**src/rtl/eastwest_forwarder_if.sv**
```systemverilog
// Bundle of the upstream-buffer read port and the three downstream write ports
// seen by the east/west forwarder.
interface eastwest_forwarder_if #(
    parameter int PACKET_WIDTH = 30,
    parameter int DX_WIDTH     = 9
);
    logic [PACKET_WIDTH-1:0]          in_dout;
    logic                             in_empty;
    logic                             in_read_en;

    logic                             east_full;
    logic                             west_full;
    logic                             local_full;

    logic [PACKET_WIDTH-1:0]          east_din;
    logic [PACKET_WIDTH-1:0]          west_din;
    logic [PACKET_WIDTH-DX_WIDTH-1:0] local_din;

    logic                             east_valid;
    logic                             west_valid;
    logic                             local_valid;

    // The forwarder pops the input buffer and pushes the output buffers.
    modport master (
        input  in_dout, in_empty, east_full, west_full, local_full,
        output in_read_en, east_din, west_din, local_din,
               east_valid, west_valid, local_valid
    );

    modport slave (
        output in_dout, in_empty, east_full, west_full, local_full,
        input  in_read_en, east_din, west_din, local_din,
               east_valid, west_valid, local_valid
    );
endinterface

```
**src/rtl/eastwest_forwarder.sv**
```systemverilog
// Single-stage horizontal forwarder: pops a spike packet, routes it east/west by
// the sign of dx (moving dx one hop toward zero) or to local with dx stripped.
module eastwest_forwarder #(
    parameter int PACKET_WIDTH = 30,
    parameter int DX_WIDTH     = 9
) (
    input  logic                clk,
    input  logic                rst,
    eastwest_forwarder_if.master bus,
    output logic [1:0]          state_dbg
);
    localparam int PAYLOAD_WIDTH = PACKET_WIDTH - DX_WIDTH;
    localparam logic [DX_WIDTH-1:0] DX_ONE = DX_WIDTH'(1);

    typedef enum logic [1:0] {
        IDLE  = 2'd0,
        FETCH = 2'd1,
        ROUTE = 2'd2
    } state_t;

    state_t                   state_q;
    state_t                   state_d;
    logic [PACKET_WIDTH-1:0]  pkt_q;

    logic [DX_WIDTH-1:0]      dx;
    logic [PAYLOAD_WIDTH-1:0] payload;
    logic                     to_east;
    logic                     to_west;
    logic                     to_local;
    logic                     target_full;

    logic                     read_en_d;
    logic                     east_v_d;
    logic                     west_v_d;
    logic                     local_v_d;

    assign dx      = pkt_q[PACKET_WIDTH-1 -: DX_WIDTH];
    assign payload = pkt_q[PAYLOAD_WIDTH-1:0];

    assign to_local = (dx == '0);
    assign to_west  = dx[DX_WIDTH-1];
    assign to_east  = !to_local && !to_west;

    // Only the full flag of the decoded target can stall the packet.
    always_comb begin
        target_full = bus.local_full;
        if (to_east) begin
            target_full = bus.east_full;
        end else if (to_west) begin
            target_full = bus.west_full;
        end
    end

    // Handshake: in_read_en pops only when in_empty is low, data arrives one
    // cycle later; each *_valid is a one-cycle write strobe, issued only when
    // that output's full flag is low, and the write happens on that clock edge.
    always_comb begin
        state_d   = state_q;
        read_en_d = 1'b0;
        east_v_d  = 1'b0;
        west_v_d  = 1'b0;
        local_v_d = 1'b0;
        case (state_q)
            IDLE: begin
                read_en_d = !bus.in_empty;
                if (!bus.in_empty) begin
                    state_d = FETCH;
                end
            end
            FETCH: begin
                state_d = ROUTE;
            end
            ROUTE: begin
                if (!target_full) begin
                    east_v_d  = to_east;
                    west_v_d  = to_west;
                    local_v_d = to_local;
                    if (!bus.in_empty) begin
                        read_en_d = 1'b1;
                        state_d   = FETCH;
                    end else begin
                        state_d = IDLE;
                    end
                end
            end
            default: begin
                state_d = IDLE;
            end
        endcase
    end

    always_ff @(posedge clk or posedge rst) begin
        if (rst) begin
            state_q <= IDLE;
            pkt_q   <= '0;
        end else begin
            state_q <= state_d;
            if (state_q == FETCH) begin
                pkt_q <= bus.in_dout;
            end
        end
    end

    // IDLE would otherwise pop a non-empty buffer while reset is still held.
    assign bus.in_read_en  = read_en_d && !rst;
    assign bus.east_valid  = east_v_d;
    assign bus.west_valid  = west_v_d;
    assign bus.local_valid = local_v_d;

    // dx wraps modulo 2^DX_WIDTH; dx==0 never reaches these two buses.
    assign bus.east_din  = {dx - DX_ONE, payload};
    assign bus.west_din  = {dx + DX_ONE, payload};
    assign bus.local_din = payload;

    assign state_dbg = state_q;

    a_one_valid: assert property (@(posedge clk) disable iff (rst)
        $onehot0({bus.east_valid, bus.west_valid, bus.local_valid}));

    a_no_pop_empty: assert property (@(posedge clk) disable iff (rst)
        !(bus.in_read_en && bus.in_empty));

    a_valid_in_route: assert property (@(posedge clk) disable iff (rst)
        (bus.east_valid || bus.west_valid || bus.local_valid) |-> (state_q == ROUTE));
endmodule

```
**src/flat_wrapper.sv**
```systemverilog
// flat-port wrapper written by rule: the top's interface ports become plain ports
module eastwest_forwarder_flat 
#(
    parameter int PACKET_WIDTH = 30,
    parameter int DX_WIDTH     = 9
)
  (clk, rst, state_dbg, bus_in_dout, bus_in_empty, bus_east_full, bus_west_full, bus_local_full, bus_in_read_en, bus_east_din, bus_west_din, bus_local_din, bus_east_valid, bus_west_valid, bus_local_valid);
  eastwest_forwarder_if #(.PACKET_WIDTH(PACKET_WIDTH), .DX_WIDTH(DX_WIDTH)) bus_i ();
  input  logic clk;
  input  logic rst;
  output logic [1:0] state_dbg;
  input wire logic [$bits(bus_i.in_dout)-1:0] bus_in_dout;
  input wire logic [$bits(bus_i.in_empty)-1:0] bus_in_empty;
  input wire logic [$bits(bus_i.east_full)-1:0] bus_east_full;
  input wire logic [$bits(bus_i.west_full)-1:0] bus_west_full;
  input wire logic [$bits(bus_i.local_full)-1:0] bus_local_full;
  output wire logic [$bits(bus_i.in_read_en)-1:0] bus_in_read_en;
  output wire logic [$bits(bus_i.east_din)-1:0] bus_east_din;
  output wire logic [$bits(bus_i.west_din)-1:0] bus_west_din;
  output wire logic [$bits(bus_i.local_din)-1:0] bus_local_din;
  output wire logic [$bits(bus_i.east_valid)-1:0] bus_east_valid;
  output wire logic [$bits(bus_i.west_valid)-1:0] bus_west_valid;
  output wire logic [$bits(bus_i.local_valid)-1:0] bus_local_valid;
  assign bus_i.in_dout = bus_in_dout;
  assign bus_i.in_empty = bus_in_empty;
  assign bus_i.east_full = bus_east_full;
  assign bus_i.west_full = bus_west_full;
  assign bus_i.local_full = bus_local_full;
  assign bus_in_read_en = bus_i.in_read_en;
  assign bus_east_din = bus_i.east_din;
  assign bus_west_din = bus_i.west_din;
  assign bus_local_din = bus_i.local_din;
  assign bus_east_valid = bus_i.east_valid;
  assign bus_west_valid = bus_i.west_valid;
  assign bus_local_valid = bus_i.local_valid;
  eastwest_forwarder #(.PACKET_WIDTH(PACKET_WIDTH), .DX_WIDTH(DX_WIDTH)) u_core (.clk(clk), .rst(rst), .bus(bus_i), .state_dbg(state_dbg));
endmodule
```
**config.mk**
```make
export PLATFORM = sky130hd
export DESIGN_NAME = eastwest_forwarder_flat
export DESIGN_NICKNAME = d
export VERILOG_FILES = /design/src/rtl/eastwest_forwarder_if.sv /design/src/rtl/eastwest_forwarder.sv /design/src/flat_wrapper.sv
export SDC_FILE = /design/constraint.sdc
export NUM_CORES = 1
export LEC_CHECK = 0
export ABC_CLOCK_PERIOD_IN_PS = 1700
export CAP_MARGIN = 20
export CORE_MARGIN = 1
export CORE_UTILIZATION = 34
export CTS_BUF_LIST = sky130_fd_sc_hd__clkbuf_8 sky130_fd_sc_hd__clkbuf_16
export CTS_CLUSTER_DIAMETER = 100
export CTS_CLUSTER_SIZE = 10
export DETAILED_ROUTE_END_ITERATION = 8
export GPL_ROUTABILITY_DRIVEN = 0
export HOLD_SLACK_MARGIN = 0.12
export PLACE_DENSITY = 0.87
export SYNTH_ARGS = -nofsm -noshare
export SYNTH_HDL_FRONTEND = slang
export SYNTH_SLANG_ARGS = --single-unit
```
**constraint.sdc**
```tcl
create_clock -name clk -period 1.7 [get_ports clk]
set_clock_uncertainty 0.1 [all_clocks]
set_input_delay 0.34 -clock clk [delete_from_list [all_inputs] [get_ports clk]]
set_output_delay 0.34 -clock clk [all_outputs]
set_load 0.005 [all_outputs]
```
### After elaboration in Yosys (flattened, before gate mapping)

Index checks and enable logic that the tools add are counted.

* register bits: 32
* output and inout port bits: 87
* word-level logic and storage cells: 32

* add/sub/neg operators: 2
* equality and inequality tests: 4
* muxes and demuxes: 15
* reduce and logical (&&, ||, !) cells: 9

Operators with widths (count)
* $mux W1: 11
* $add A9 B1 Y9 const B: 1
* $logic_not A9 Y1: 1
* $sub A9 B1 Y9 const B: 1
* $pmux W2 S3: 1
* $logic_not A1 Y1: 4
* $mux W2: 2
* $ne A2 B2 Y1 const B: 2
* $eq A2 B1 Y1 const B: 1
* $eq A2 B2 Y1 const B: 1
* $logic_and A1 B1 Y1: 2
* $logic_not A2 Y1: 1
* $pmux W1 S2: 1
* $reduce_and A2 Y1: 1

### Depth between registers and ports, before layout

Gate-level depths: netlist of the first run.

* depth after elaboration: 7
* mapped depth: 5

### Worst setup path before layout of the first run

Ideal clock, no wire load.

* kind: reg2out
* start point: reg u_core.pkt_q[25]
* end point: out bus_in_read_en
* arrival: 1.507 ns
* required time: 1.260 ns
* path slack: -0.247 ns
* cell stages (with the launch flop): 6
* cell sequence: dfrtp_1 > buf_6 > nor4_4 > nand3_1 > a221o_1 > a31oi_1

* word-level cells in the longest chain between the ends: 7

Ends and longest elaborated chain
* from (decl): line eastwest_forwarder.sv:23 `logic [PACKET_WIDTH-1:0] pkt_q;`
* from (signal assigned): line eastwest_forwarder.sv:99 `pkt_q <= bus.in_dout;`
* $logic_not A9 Y1: line eastwest_forwarder.sv:40 `assign to_local = (dx == '0);`
* $logic_not A1 Y1: line eastwest_forwarder.sv:42 `assign to_east = !to_local && !to_west;`
* $logic_and A1 B1 Y1: line eastwest_forwarder.sv:42
* $mux W1: line eastwest_forwarder.sv:47 `if (to_east) begin`
* $mux W1: line eastwest_forwarder.sv:74 `if (!target_full) begin`
* $pmux W1 S2: line eastwest_forwarder.sv:63 `case (state_q)`
* $logic_and A1 B1 Y1: line eastwest_forwarder.sv:105 `assign bus.in_read_en = read_en_d && !rst;`
* to (decl): line flat_wrapper.sv:17 `output wire logic [$bits(bus_i.in_read_en)-1:0] bus_in_read_en;`

No other way between the ends.

### Worst setup path in the final report of the first run

* start point: reg u_core.pkt_q[26]
* end point: out bus_in_read_en

The elaborated chain is that of the path after synthesis.

==> results of run 1 <==
-- cell type report --
cell class,instances,share of cell area
timing repair buffer,166,0.447
sequential,32,0.229
inverter,6,0.00645
clock buffer,6,0.0237
multi-input combinational,77,0.266
clock inverter,2,0.00215
tap,72,0.0258
-- where the power goes --
part / switching (uW) / internal, uW
Clock: 265 / 318
Sequential: 378 / 1150
Combinational: 1640 / 3010
-- stage by stage --
step                setup TNS [ns]  utilization  std cells  cell area, um^2
finish                       -5.01        0.619        361             3490
global route                 -6.50        0.619        361             3490
floorplan                   -0.173            -        187             2050
detailed placement           -6.25        0.543        335             3060
global placement             -5.70        0.543        335             3060
CTS                          -5.96        0.607        360             3430
-- state kept, by name (all words and copies together) (netlist names) --
name	count
u_core.pkt_q	30
u_core.state_dbg	2
-- kinds of logic (layout without fill, tap and decap cells) --
| family | count (synthesis) | after routing | share of synthesized area |
|---|---|---|---|
| buffers and inverters | 78 | 180 | 0.268 |
| DFF | 32 | 32 | 0.392 |
| muxes | 30 | 30 | 0.165 |
| and+or+nand+nor | 26 | 26 | 0.0772 |
| xor gates and xnor gates | 13 | 13 | 0.0558 |
| AOI/OAI and AO/OA | 5 | 5 | 0.0233 |
| adders and majority gates | 3 | 3 | 0.0184 |
-- layout by cell type (no fill, tap or decap), types with 2 or more instances in the layout --
cell type,instances
nor4_4,2
nand2b_1,2
dlygate4sd2_1,4
buf_12,3
xnor2_1,2
clkdlybuf4s50_1,98
buf_2,18
dfrtp_1,32
xor2_1,5
buf_6,19
inv_1,6
ha_4,3
nand2_2,2
nand3_4,3
inv_2,2
nand2_4,2
mux2_2,30
xnor2_2,6
buf_4,22
nand4_1,3
clkbuf_8,6
-- layer usage --
metal,track usage,share of wire
met1,0.167,0.34
met5,0,0
met3,0.0583,0.084
met4,0.0655,0.018
met2,0.313,0.56
-- cell usage after synthesis, types with 2 or more instances --
library cell	n	area, um^2
buf_4	65	488
dfrtp_1	32	801
mux2_2	30	338
xnor2_1	8	70.1
inv_1	6	22.5
xor2_1	5	43.8
nand2_1	4	15.0
nand3_1	4	20.0
buf_1	3	11.3
ha_1	3	37.5
nand2b_1	3	18.8
nand4_1	3	18.8
nor2_1	3	11.3
buf_2	2	10.0
nor4_1	2	12.5
-- worst min-delay path, delay by kind of cell --
kind     cells  cell delay [ns]
buf+inv      3             0.72
-- path summary, 6_finish.rpt --
path	to	slack [ns]	startpoint
max in group asynchronous	u_core.pkt_q[10]$_DFFE_PP0N_	1.01	rst
worst max-delay path	bus_in_read_en	-0.47	u_core.pkt_q[26]$_DFFE_PP0N_
worst min-delay path	u_core.state_dbg[0]$_DFFE_PP0P_	0.32	rst
min in group clk	u_core.pkt_q[9]$_DFFE_PP0N_	0.46	u_core.pkt_q[9]$_DFFE_PP0N_
worst max register to register	u_core.state_dbg[0]$_DFFE_PP0P_	-0.10	u_core.pkt_q[26]$_DFFE_PP0N_
worst min register to register	u_core.pkt_q[9]$_DFFE_PP0N_	0.46	u_core.pkt_q[9]$_DFFE_PP0N_
-- timing repair --
item                                   4_1_cts  5_1_grt
buffers inserted                            18        9
setup endpoints to repair                   26       25
resized for setup                          128       20
endpoints found under the hold margin        0        0
pin swaps                                   31       25
==> results.sh, run 1 <==
export IMPL_first_pass_iters=4
export IMPL_crit_family="compound AO/OA/AOI/OAI gates"
export IMPL_rows=27
export IMPL_antenna_cells=0
export IMPL_area_growth_pct=71.0
export IMPL_setup_viol=18
export IMPL_clk_path_buf_depth=2
export IMPL_worst_ep_arrival_time_ns=1.73
export IMPL_grt_max_degree=33
export IMPL_grt_setup_unrepaired="yes"
export IMPL_failed_checks="negative setup slack"
export IMPL_die_h_um=79.5
export IMPL_crit_chain="nor4_4, nand3_2, a221o_1, a31oi_1, buf_2"
export IMPL_fin_nets=327
export IMPL_clk_insertion_delay_late_ns=0.28
export IMPL_worstMarginPinSlew_ns=0.272
export IMPL_drive_gt1_frac=0.450
export IMPL_synth_edf_count=0
export IMPL_max_freq_mhz=460
export IMPL_clkSinkCount=32
export IMPL_fin_crit_sh=1.28
export IMPL_num_io_pins=123
export IMPL_slew_violations=0
export IMPL_ant_nets=0
export IMPL_cp_buffers_inverters=1
export IMPL_netlist_area_um2=2040
export IMPL_syn_avg_cell_area_um2=10.9
export IMPL_setup_slack_ns=-0.474
export IMPL_crit_path_start_kind="flip-flop"
export IMPL_grt_pass1_wl_um=8000
export IMPL_fin_hold_ws_ns=0.316
export IMPL_hpwl_um=3670
export IMPL_slew_headroom=0.817
export IMPL_cts_tree="yes"
export IMPL_cp_data_required_time_ns=1.26
export IMPL_syn_nets=226
export IMPL_multi_input_area_um2=927
export IMPL_dieWidth_um=79.5
export IMPL_async_flop_share=1.00
export IMPL_numPortBuffers=122
export IMPL_grt_pass1_vias=1693
export IMPL_yosysWarnings=0
export IMPL_status="finished with violations"
export IMPL_maxCapViolCount=0
export IMPL_antenna_found_initial=0
export IMPL_postSynthCellCount=187
export IMPL_cts_root_buf="clkbuf_8"
export IMPL_drc=0
export IMPL_numCtsBuffers=5
export IMPL_max_stage_delay_ns=0.41
export IMPL_hold_path_class="in2async"
export IMPL_endpoint_kind="output port"
export IMPL_finalCriticalPeriod_ns=2.17
export IMPL_ctsHoldBuffers=0
export IMPL_start_util=0.362
export IMPL_finalWirelength_um=5280
export IMPL_final_seq_area_um2=801
export IMPL_via_count=1642
export IMPL_ys_ff_latch=32
export IMPL_track_usage=0.167
export IMPL_drtIter0Drc=24
export IMPL_grt_overflow_total=0
export IMPL_viasPerCell=4.55
export IMPL_critical_path_slowest_cell="dfrtp_1"
export IMPL_n_fill_cell=446
export IMPL_htree_levels=2
export IMPL_cp_max_fo=2
export IMPL_detail_route_wl_per_cell_um=14.6
export IMPL_vdd_ir_drop_max_mv=1.00
export IMPL_synth_ff_type="dfrtp_1"
export IMPL_ys_seq_area_frac=0.392
export IMPL_ys_types=29
export IMPL_powerDensity_nw_per_um2=1940
export IMPL_finalPower_uw=6760
export IMPL_clk_pin_slew_worst_paths_ns=0.06
export IMPL_critical_path_cell_count=5
export IMPL_power_leakage_uw=0.00154
export IMPL_crit_type="reg2out"
export IMPL_reg2reg_depth=5
export IMPL_hold_viol=0
export IMPL_die_area_um2=6320
export IMPL_dp_slack_ns=-0.661
export IMPL_core_region_area_um2=5640
Power figures use the tool's default switching activity.
==> run 2, diff against run 1 <==
- CAP_MARGIN: 20 -> unset
- CTS_CLUSTER_DIAMETER: 100 -> unset
==> results of run 2 <==
The final DEF is identical to that of run 1; final timing and power are the same.
